--- config.mk ---
export PLATFORM = sky130hd
export DESIGN_NAME = game_step_sequencer
export DESIGN_NICKNAME = d
export VERILOG_FILES = /design/src/rtl/snek_pkg.sv /design/src/rtl/snek_dir_filter.sv /design/src/rtl/game_step_sequencer.sv
export SDC_FILE = /design/constraint.sdc
export NUM_CORES = 1
export LEC_CHECK = 0
export ABC_AREA = 0
export CAP_MARGIN = 5
export CORE_ASPECT_RATIO = 1.1
export CORE_UTILIZATION = 47
export CTS_BUF_LIST = sky130_fd_sc_hd__clkbuf_4 sky130_fd_sc_hd__clkbuf_8 sky130_fd_sc_hd__clkbuf_16
export DETAILED_ROUTE_END_ITERATION = 10
export GPL_TIMING_DRIVEN = 0
export PLACE_DENSITY = 0.91
export SLEW_MARGIN = 10
export SYNTH_ARGS = -nofsm -noshare
export SYNTH_HDL_FRONTEND = slang
export SYNTH_HIERARCHICAL = 1
export SYNTH_SLANG_ARGS = --single-unit
--- constraint.sdc ---
create_clock -name clk_100MHz -period 2.1 [get_ports clk_100MHz]
set_clock_uncertainty 0.05 [all_clocks]
set_input_delay 0.42 -clock clk_100MHz [delete_from_list [all_inputs] [get_ports clk_100MHz]]
set_output_delay 0.42 -clock clk_100MHz [all_outputs]
set_load 0.005 [all_outputs]
--- src/rtl/snek_pkg.sv ---
// ==== snek_pkg: shared direction codes and step-sequencer state encoding ==== Rev 1.0
`default_nettype none

package snek_pkg;

   localparam logic [1:0] DIR_UP    = 2'd0;
   localparam logic [1:0] DIR_RIGHT = 2'd1;
   localparam logic [1:0] DIR_DOWN  = 2'd2;
   localparam logic [1:0] DIR_LEFT  = 2'd3;
   localparam logic [1:0] DIR_RESET = DIR_RIGHT;

   typedef enum logic [2:0] {
      IDLE  = 3'd0,
      LATCH = 3'd1,
      MOVE  = 3'd2,
      CHECK = 3'd3,
      GROW  = 3'd4,
      DONE  = 3'd5,
      OVER  = 3'd6
   } step_state_t;

endpackage

`default_nettype wire

--- src/rtl/snek_dir_filter.sv ---
// ==== snek_dir_filter: pending-direction register that drops 180-degree reversals ==== Rev 1.0
`default_nettype none

module snek_dir_filter
   import snek_pkg::*;
(
   input  logic       clk,
   input  logic       reset,
   input  logic [1:0] dir_in,
   input  logic       dir_valid,
   input  logic [1:0] move_dir,
   output logic [1:0] pending_dir
);

   logic [1:0] r_pending_dir;
   logic       w_reversal;

   // Opposite directions differ only in bit 1 of the encoding.
   assign w_reversal = (dir_in == (move_dir ^ 2'd2));

   always_ff @(posedge clk) begin
      if (reset) begin
         r_pending_dir <= DIR_RESET;
      end else if (dir_valid && !w_reversal) begin
         r_pending_dir <= dir_in;
      end
   end

   assign pending_dir = r_pending_dir;

endmodule

`default_nettype wire

--- src/rtl/game_step_sequencer.sv ---
// ==== game_step_sequencer: runs latch/move/check/grow once per game_tick over req/ack ====
// ==== Optional ack watchdog under GAME_STEP_WDT_EN. Rev 1.0 ====
`default_nettype none

module game_step_sequencer
   import snek_pkg::*;
#(
   parameter int ACK_TIMEOUT = 1024,
   parameter int STEP_CNT_W  = 16
) (
   input  logic                  clk_100MHz,
   input  logic                  reset,
   input  logic                  game_tick,
   input  logic                  run,
   input  logic [1:0]            dir_in,
   input  logic                  dir_valid,
   output logic                  move_req,
   output logic [1:0]            move_dir,
   input  logic                  move_ack,
   output logic                  col_req,
   input  logic                  col_ack,
   input  logic                  col_hit,
   input  logic                  col_food,
   output logic                  grow_req,
   input  logic                  grow_ack,
   output logic                  busy,
   output logic                  game_over,
   output logic                  overrun,
   output logic [STEP_CNT_W-1:0] step_count,
   output logic                  timeout_err
);

   if (ACK_TIMEOUT < 1) begin : g_bad_timeout
      $error("ACK_TIMEOUT must be at least 1");
   end

   step_state_t           r_state, w_state_next;
   logic [1:0]            r_move_dir, w_pending_dir;
   logic                  r_move_req, r_col_req, r_grow_req, r_overrun;
   logic [STEP_CNT_W-1:0] r_step_count;
   logic                  w_busy, w_wait, w_ack, w_timeout;

   snek_dir_filter u_dir_filter (
      .clk         (clk_100MHz),
      .reset       (reset),
      .dir_in      (dir_in),
      .dir_valid   (dir_valid),
      .move_dir    (r_move_dir),
      .pending_dir (w_pending_dir)
   );

   assign w_busy = (r_state != IDLE) && (r_state != OVER);
   assign w_wait = (r_state == MOVE) || (r_state == CHECK) || (r_state == GROW);

   // The req of the current wait state is high for the whole state, so
   // qualifying the ack by state also ignores acks arriving while req is low.
   always_comb begin
      w_ack = 1'b0;
      case (r_state)
         MOVE:    w_ack = move_ack;
         CHECK:   w_ack = col_ack;
         GROW:    w_ack = grow_ack;
         default: w_ack = 1'b0;
      endcase
   end

`ifdef GAME_STEP_WDT_EN
   localparam int WDT_W = $clog2(ACK_TIMEOUT + 1);

   logic [WDT_W-1:0] r_wdt_cnt;
   logic             r_timeout_err;

   assign w_timeout = w_wait && !w_ack && (r_wdt_cnt == WDT_W'(ACK_TIMEOUT));

   always_ff @(posedge clk_100MHz) begin
      if (reset) begin
         r_wdt_cnt     <= '0;
         r_timeout_err <= 1'b0;
      end else begin
         if (w_state_next != r_state) begin
            r_wdt_cnt <= '0;
         end else if (w_wait && !w_ack) begin
            r_wdt_cnt <= r_wdt_cnt + 1'b1;
         end
         if (w_timeout) begin
            r_timeout_err <= 1'b1;
         end
      end
   end

   assign timeout_err = r_timeout_err;
`else
   assign w_timeout   = 1'b0;
   assign timeout_err = 1'b0;
`endif

   always_comb begin
      w_state_next = r_state;
      case (r_state)
         IDLE:    if (game_tick && run) w_state_next = LATCH;
         LATCH:   w_state_next = MOVE;
         MOVE:    if (move_ack) w_state_next = CHECK;
         CHECK: begin
            if (col_ack) begin
               if (col_hit)       w_state_next = OVER;
               else if (col_food) w_state_next = GROW;
               else               w_state_next = DONE;
            end
         end
         GROW:    if (grow_ack) w_state_next = DONE;
         DONE:    w_state_next = IDLE;
         OVER:    w_state_next = OVER;
         default: w_state_next = IDLE;
      endcase
      if (w_timeout) begin
         w_state_next = OVER;
      end
   end

   // Requests are decoded from the next state so each one rises on state
   // entry and is already low in the cycle after its ack.
   always_ff @(posedge clk_100MHz) begin
      if (reset) begin
         r_state      <= IDLE;
         r_move_dir   <= DIR_RESET;
         r_move_req   <= 1'b0;
         r_col_req    <= 1'b0;
         r_grow_req   <= 1'b0;
         r_overrun    <= 1'b0;
         r_step_count <= '0;
      end else begin
         r_state    <= w_state_next;
         r_move_req <= (w_state_next == MOVE);
         r_col_req  <= (w_state_next == CHECK);
         r_grow_req <= (w_state_next == GROW);
         r_overrun  <= game_tick && w_busy;
         if (r_state == LATCH) begin
            r_move_dir <= w_pending_dir;
         end
         if (r_state == DONE) begin
            r_step_count <= r_step_count + 1'b1;
         end
      end
   end

   assign move_req   = r_move_req;
   assign col_req    = r_col_req;
   assign grow_req   = r_grow_req;
   assign move_dir   = r_move_dir;
   assign busy       = w_busy;
   assign game_over  = (r_state == OVER);
   assign overrun    = r_overrun;
   assign step_count = r_step_count;

endmodule

`default_nettype wire
Yosys cells after proc, flatten, opt, wreduce, memory -nomap -nowiden
Index checks and enable logic that the tools add are counted.
{"block": "word_totals", "wordCells": 35, "in_bits": 12, "output_inout_bits": 25, "reg_bits": 27}
{"block": "op_classes", "add_sub_neg": 1, "n_bitwise": 1, "eq_ne": 11, "n_reduce_logical": 7, "n_mux": 7}
{"cell": "case mux 3 bit (6 select lines)", "n": 1}
{"cell": "adder 16 x 1 -> 16 bit, second input constant", "n": 1}
{"cell": "== test 3 x 2 -> 1 bit, second input constant", "n": 4}
{"cell": "== test 3 bit, second input constant", "n": 4}
{"cell": "two-way mux 3 bit", "n": 4}
{"cell": "logical AND 1 bit", "n": 4}
{"cell": "== test 3 x 1 -> 1 bit, second input constant", "n": 1}
{"cell": "zero test 3 bit", "n": 1}
{"cell": "inequality test 3 bit, second input constant", "n": 1}
{"cell": "nonzero test 3 bit", "n": 1}
{"cell": "== test 2 bit", "n": 1}
{"cell": "two-way mux 2 bit", "n": 1}
{"cell": "zero test 1 bit", "n": 1}
{"cell": "two-way mux 1 bit", "n": 1}
{"cell": "NOT 1 bit", "n": 1}

Logic depth before layout (Yosys ltp)
{"block": "depth", "word_depth": 5, "mapped_depth": 6, "mapped_depth_nobuf": 5}

Hierarchy
The synthesis kept the hierarchy.
{"mod": "game_step_sequencer", "cells_each": 131, "instances": 1, "area_each_um2": 1198.6}
{"mod": "snek_dir_filter", "cells_each": 17, "instances": 1, "area_each_um2": 131.4}

Least setup slack after synthesis
Ideal clock, no wire load.
{"block": "synth_timing", "path_kind": "register to register", "startpoint": "register r_step_count[0], in the netlist step_count[0]", "endpoint": "register r_step_count[14], in the netlist step_count[14]", "setup_time_ns": 0.070, "t_arrival_ns": 1.513, "required_time_ns": 1.980, "path_stages_with_launch": 7, "path_slack_ns": 0.466, "cell_sequence": "dfxtp_1 > ha_1 > and4b_1 > buf_6 > nand2_4 > or4_1 > a21oi_1"}
{"block": "synth_via", "elab_chain_cells": 1}
{"item": "start: declaration", "line_no": "game_step_sequencer.sv:40", "text": "logic [STEP_CNT_W-1:0] r_step_count;"}
{"item": "start signal: assignment", "line_no": "game_step_sequencer.sv:141", "text": "r_step_count <= r_step_count + 1'b1;"}
{"item": "adder 16 x 1 -> 16 bit", "line_no": "game_step_sequencer.sv:141"}
Every way passes these cells.
A chain may end at the register's enable or synchronous reset.

Final worst setup path
{"block": "layout_timing", "startpoint": "register r_state[0]", "endpoint": "output busy"}
{"block": "layout_via", "elab_chain_cells": 2}
{"item": "start: declaration", "line_no": "game_step_sequencer.sv:37", "text": "step_state_t r_state, w_state_next;"}
{"item": "start signal: assignment", "line_no": "game_step_sequencer.sv:132", "text": "r_state <= w_state_next;"}
{"item": "inequality test 3 bit or nonzero test 3 bit (tied branches)", "line_no": "game_step_sequencer.sv:52", "text": "assign w_busy = (r_state != IDLE) && (r_state != OVER);"}
{"item": "logical AND 1 bit (*)", "line_no": "game_step_sequencer.sv:52"}
{"item": "end: declaration", "line_no": "game_step_sequencer.sv:26", "text": "output logic busy,"}
Mark *: on every way between the ends. The rest lies on a longest branch, timed or not.

==> summary.txt <==
Global routing
  – Remaining Overflow, GRT: 0
  – Number of global-route vias before repair: 1119
  – First-pass GRT wire length: 4.71 mm
  – Maximum number of pins on one net before global-route repair: 15
  – Antenna violations before repair: 0
  – Gr usage total: 20.3%

Logic synthesis
  – Primary flip-flop cell chosen by synthesis mapping: dfxtp_1
  – Post-Syn Instances: 148
  – Syn nets: 161
  – Flip-flop and latch count after synthesis: 27
  – Post-synth top area share: 40.6%
  – Number of library cell types mapped by synthesis: 46
  – Sequential cell area fraction in the yosys report: 40.6%
  – Ranking of synthesized cells by area: dfxtp_1 41%, nor2_1 5.9%, xnor2_1 5.9%, a21oi_1 3.4%, nand3_1 3.4%
  – Summed instance area of the synthesized netlist: 1330 um^2
  – Post-synthesis cell type with the largest combined area: dfxtp_1
  – Post-synthesis average cell area: 8.99 um^2
  – Number of enable flip-flop cells after synthesis: 0
  – Synth warn: 6
  – Synth async-reset ratio: 0%

Floorplan
  – Initial Util: 51.3%
  – Row cnt: 19
  – Die span in y: 57.8 um
  – Overall die width: 52.7 um
  – Boundary pin count: 37
  – Die outline area: 3050 um^2
  – Area inside the core boundary: 2590 um^2

Finish
  – Post-route cell area: 1750 um^2
  – Most common cell after layout, fill and taps aside: clkdlybuf4s50_1
  – Most used cells in the layout excluding fill and tap cells: 34 x clkdlybuf4s50_1, 25 x dfxtp_1, 21 x nor2_1
  – Fillers: 231
  – Fraction of layout instances using a drive strength above 1: 9.63%
  – Count of antenna diodes in the layout: 0
  – Sequential cell area: 543 um^2
  – Multi-input combinational cell area: 702 um^2
  – Post-synthesis to final-layout area growth: 31.8%
  – Final cell count without fillers: 218
  – Final-stage net count: 201

Route
  – First DRT Iteration DRCs: 24
  – Number of design rule violations left after detail routing: 0
  – Total wire length after detailed routing: 2.81 mm
  – Antenna viol nets, final: 0
  – TritonRoute pass-1 iters: 4
  – Detailed-route via count: 1187
  – Vias per std cell: 5.44
  – Routed WL per cell: 12.9 um

Timing
  – Number of endpoints failing setup at the final stage: 0
  – Max Fclk: 0.505 GHz
  – Endpoints failing hold: 0
  – Worst Max-Slew Pin Slew: 0.511 ns
  – Final worst path period share: 94.3%
  – Smallest hold slack: 0.468 ns
  – Final critical path time including I/O delays and setup: 1.98 ns
  – Final max-slew violation count: 0
  – Final sum of negative setup slack: 0 ns
  – Tightest slew margin relative to the limit: 65.9%
  – RSZ-0062 raised after global routing: false

Setup path
  – Critical path required time: 1.63 ns
  – Launching element type of the critical path: flop
  – Critical setup path kind: reg -> out
  – Max FO, Critical Path: 10
  – Endpoint kind of the worst setup timing path: output pin
  – Worst path arrival time: 1.51 ns

CTS
  – Clock root buffer: clkbuf_4
  – Number of buffers added for setup after CTS: 0
  – Hold_buf cts: 0
  – Count of H-tree levels built during CTS: 1
  – Inserted Clock Buffers: 3
  – Number of sinks handled by clock tree synthesis: 27
  – Clock tree from TritonCTS: done
  – Clock transition time at the flip-flop clock pins of the worst setup and hold paths: 0.15 ns
  – Clk Latency, worst-skew pair: 0.32 ns
  – Largest buffer count on any clock path: 2

Run
  – Max-cap violations: 0

Power and ir drop
  – Pwr Total: 0.000899 W
  – Leakage power of the design: 0.688 nW
  – Largest voltage drop on the vdd net: 0.405 mV
  – Pwr dens: 513 nW/um^2

Place
  – Final weighted congestion in routability-driven placement: 0.818
  – Cell total after placement: 214
  – Port buffer count: 35
  – Cell area after placement: 1720 um^2
  – HPWL reported at the end of detailed placement: 2.14 mm

Outcome
  – Run status: completed

Hold path
  – Class of the most critical hold timing path: reg -> reg
[final cells by class]
cell class / instances / area share (%)
plain buffers: 8 / 3.64
inverters: 7 / 1.50
clock buffers: 4 / 1.71
repair buffers: 35 / 19.9
multi-input cells: 106 / 40.0
flip-flops and latches: 27 / 31.0
well taps: 31 / 2.21
[path summary, 6_finish.rpt]
check	from	to	slack (ns)	cells after the start
hold / removal	u_dir_filter/pending_dir[1]	u_dir_filter/pending_dir[1]	0.47	2
setup / recovery	r_state[0]	busy	0.12	3
hold reg to reg	u_dir_filter/pending_dir[1]	u_dir_filter/pending_dir[1]	0.47	2
setup reg to reg	step_count[0]	step_count[14]	0.32	6
[logic make-up (layout without fill, tap and decap cells)]
family / count (synthesis) / after routing / share of synthesized area (%)
and+or+nand+nor: 64 / 64 / 28.4
xor gates and xnor gates: 13 / 13 / 8.56
DFF: 27 / 27 / 40.6
AOI/OAI and AO/OA: 24 / 24 / 12.2
adders and majority gates: 1 / 1 / 0.941
buffers and inverters: 15 / 54 / 6.58
other: 1 / 1 / 0.282
muxes: 3 / 3 / 2.35
[layer usage]
metal	wire length, um	track usage [%]	vias up	share of wire, %
li1	-	-	594	-
met1	1230	23.4	561	44
met2	1420	36.2	28	51
met3	116	4.72	4	4.1
met4	38	6.39	0	1.4
met5	0	0	-	0
[worst max-delay path, stage by stage (launching register included)]
cell and delay (ns):
dfxtp_2 0.39, buf_4 0.17, nand2b_1 0.13, clkdlybuf4s50_1 0.50
[cells in the mapped netlist (2+ instances only)]
cell,count
nand3_1,9
xor2_1,4
a211o_1,2
nor2b_1,2
nor3_1,3
nor3b_1,3
inv_1,7
mux2i_1,2
nand2_1,3
o31ai_1,2
o21ai_0,3
or3_1,2
buf_6,3
nor4_1,2
nand2b_1,3
xnor2_1,9
buf_4,2
dfxtp_1,27
a21oi_1,9
clkbuf_1,2
nor2_1,21
nand4_1,4
[sequential cells by signal, summed over array words and instances (netlist names)]
| signal | flops |
|---|---|
| move_dir | 2 |
| r_state | 3 |
| overrun | 1 |
| grow_req | 1 |
| col_req | 1 |
| move_req | 1 |
| u_dir_filter/pending_dir | 2 |
| step_count | 16 |
[metrics by stage]
stage / util, % / worst slack [ns]
floorplan: - / 0.466
global placement: 66.3 / 0.198
detailed placement: 66.3 / 0.193
CTS: 67.6 / 0.0404
global route: 67.6 / 0.0473
finish: 67.6 / 0.119
[where the power goes]
| group | switching, W | internal [W] | leakage [nW] |
|---|---|---|---|
| sequential | 0.00000976 | 0.000526 | 0.219 |
| clock | 0.000151 | 0.0000872 | 0.0184 |
| combinational | 0.0000545 | 0.0000708 | 0.450 |
| total | 0.000215 | 0.000684 | 0.688 |
[what timing repair did]
item	CTS	global route
endpoints found under the setup margin	2	1
pin swaps	0	0
endpoints found under the hold margin	0	0
gates resized for setup	3	1
(Power assumes the default switching activity.)
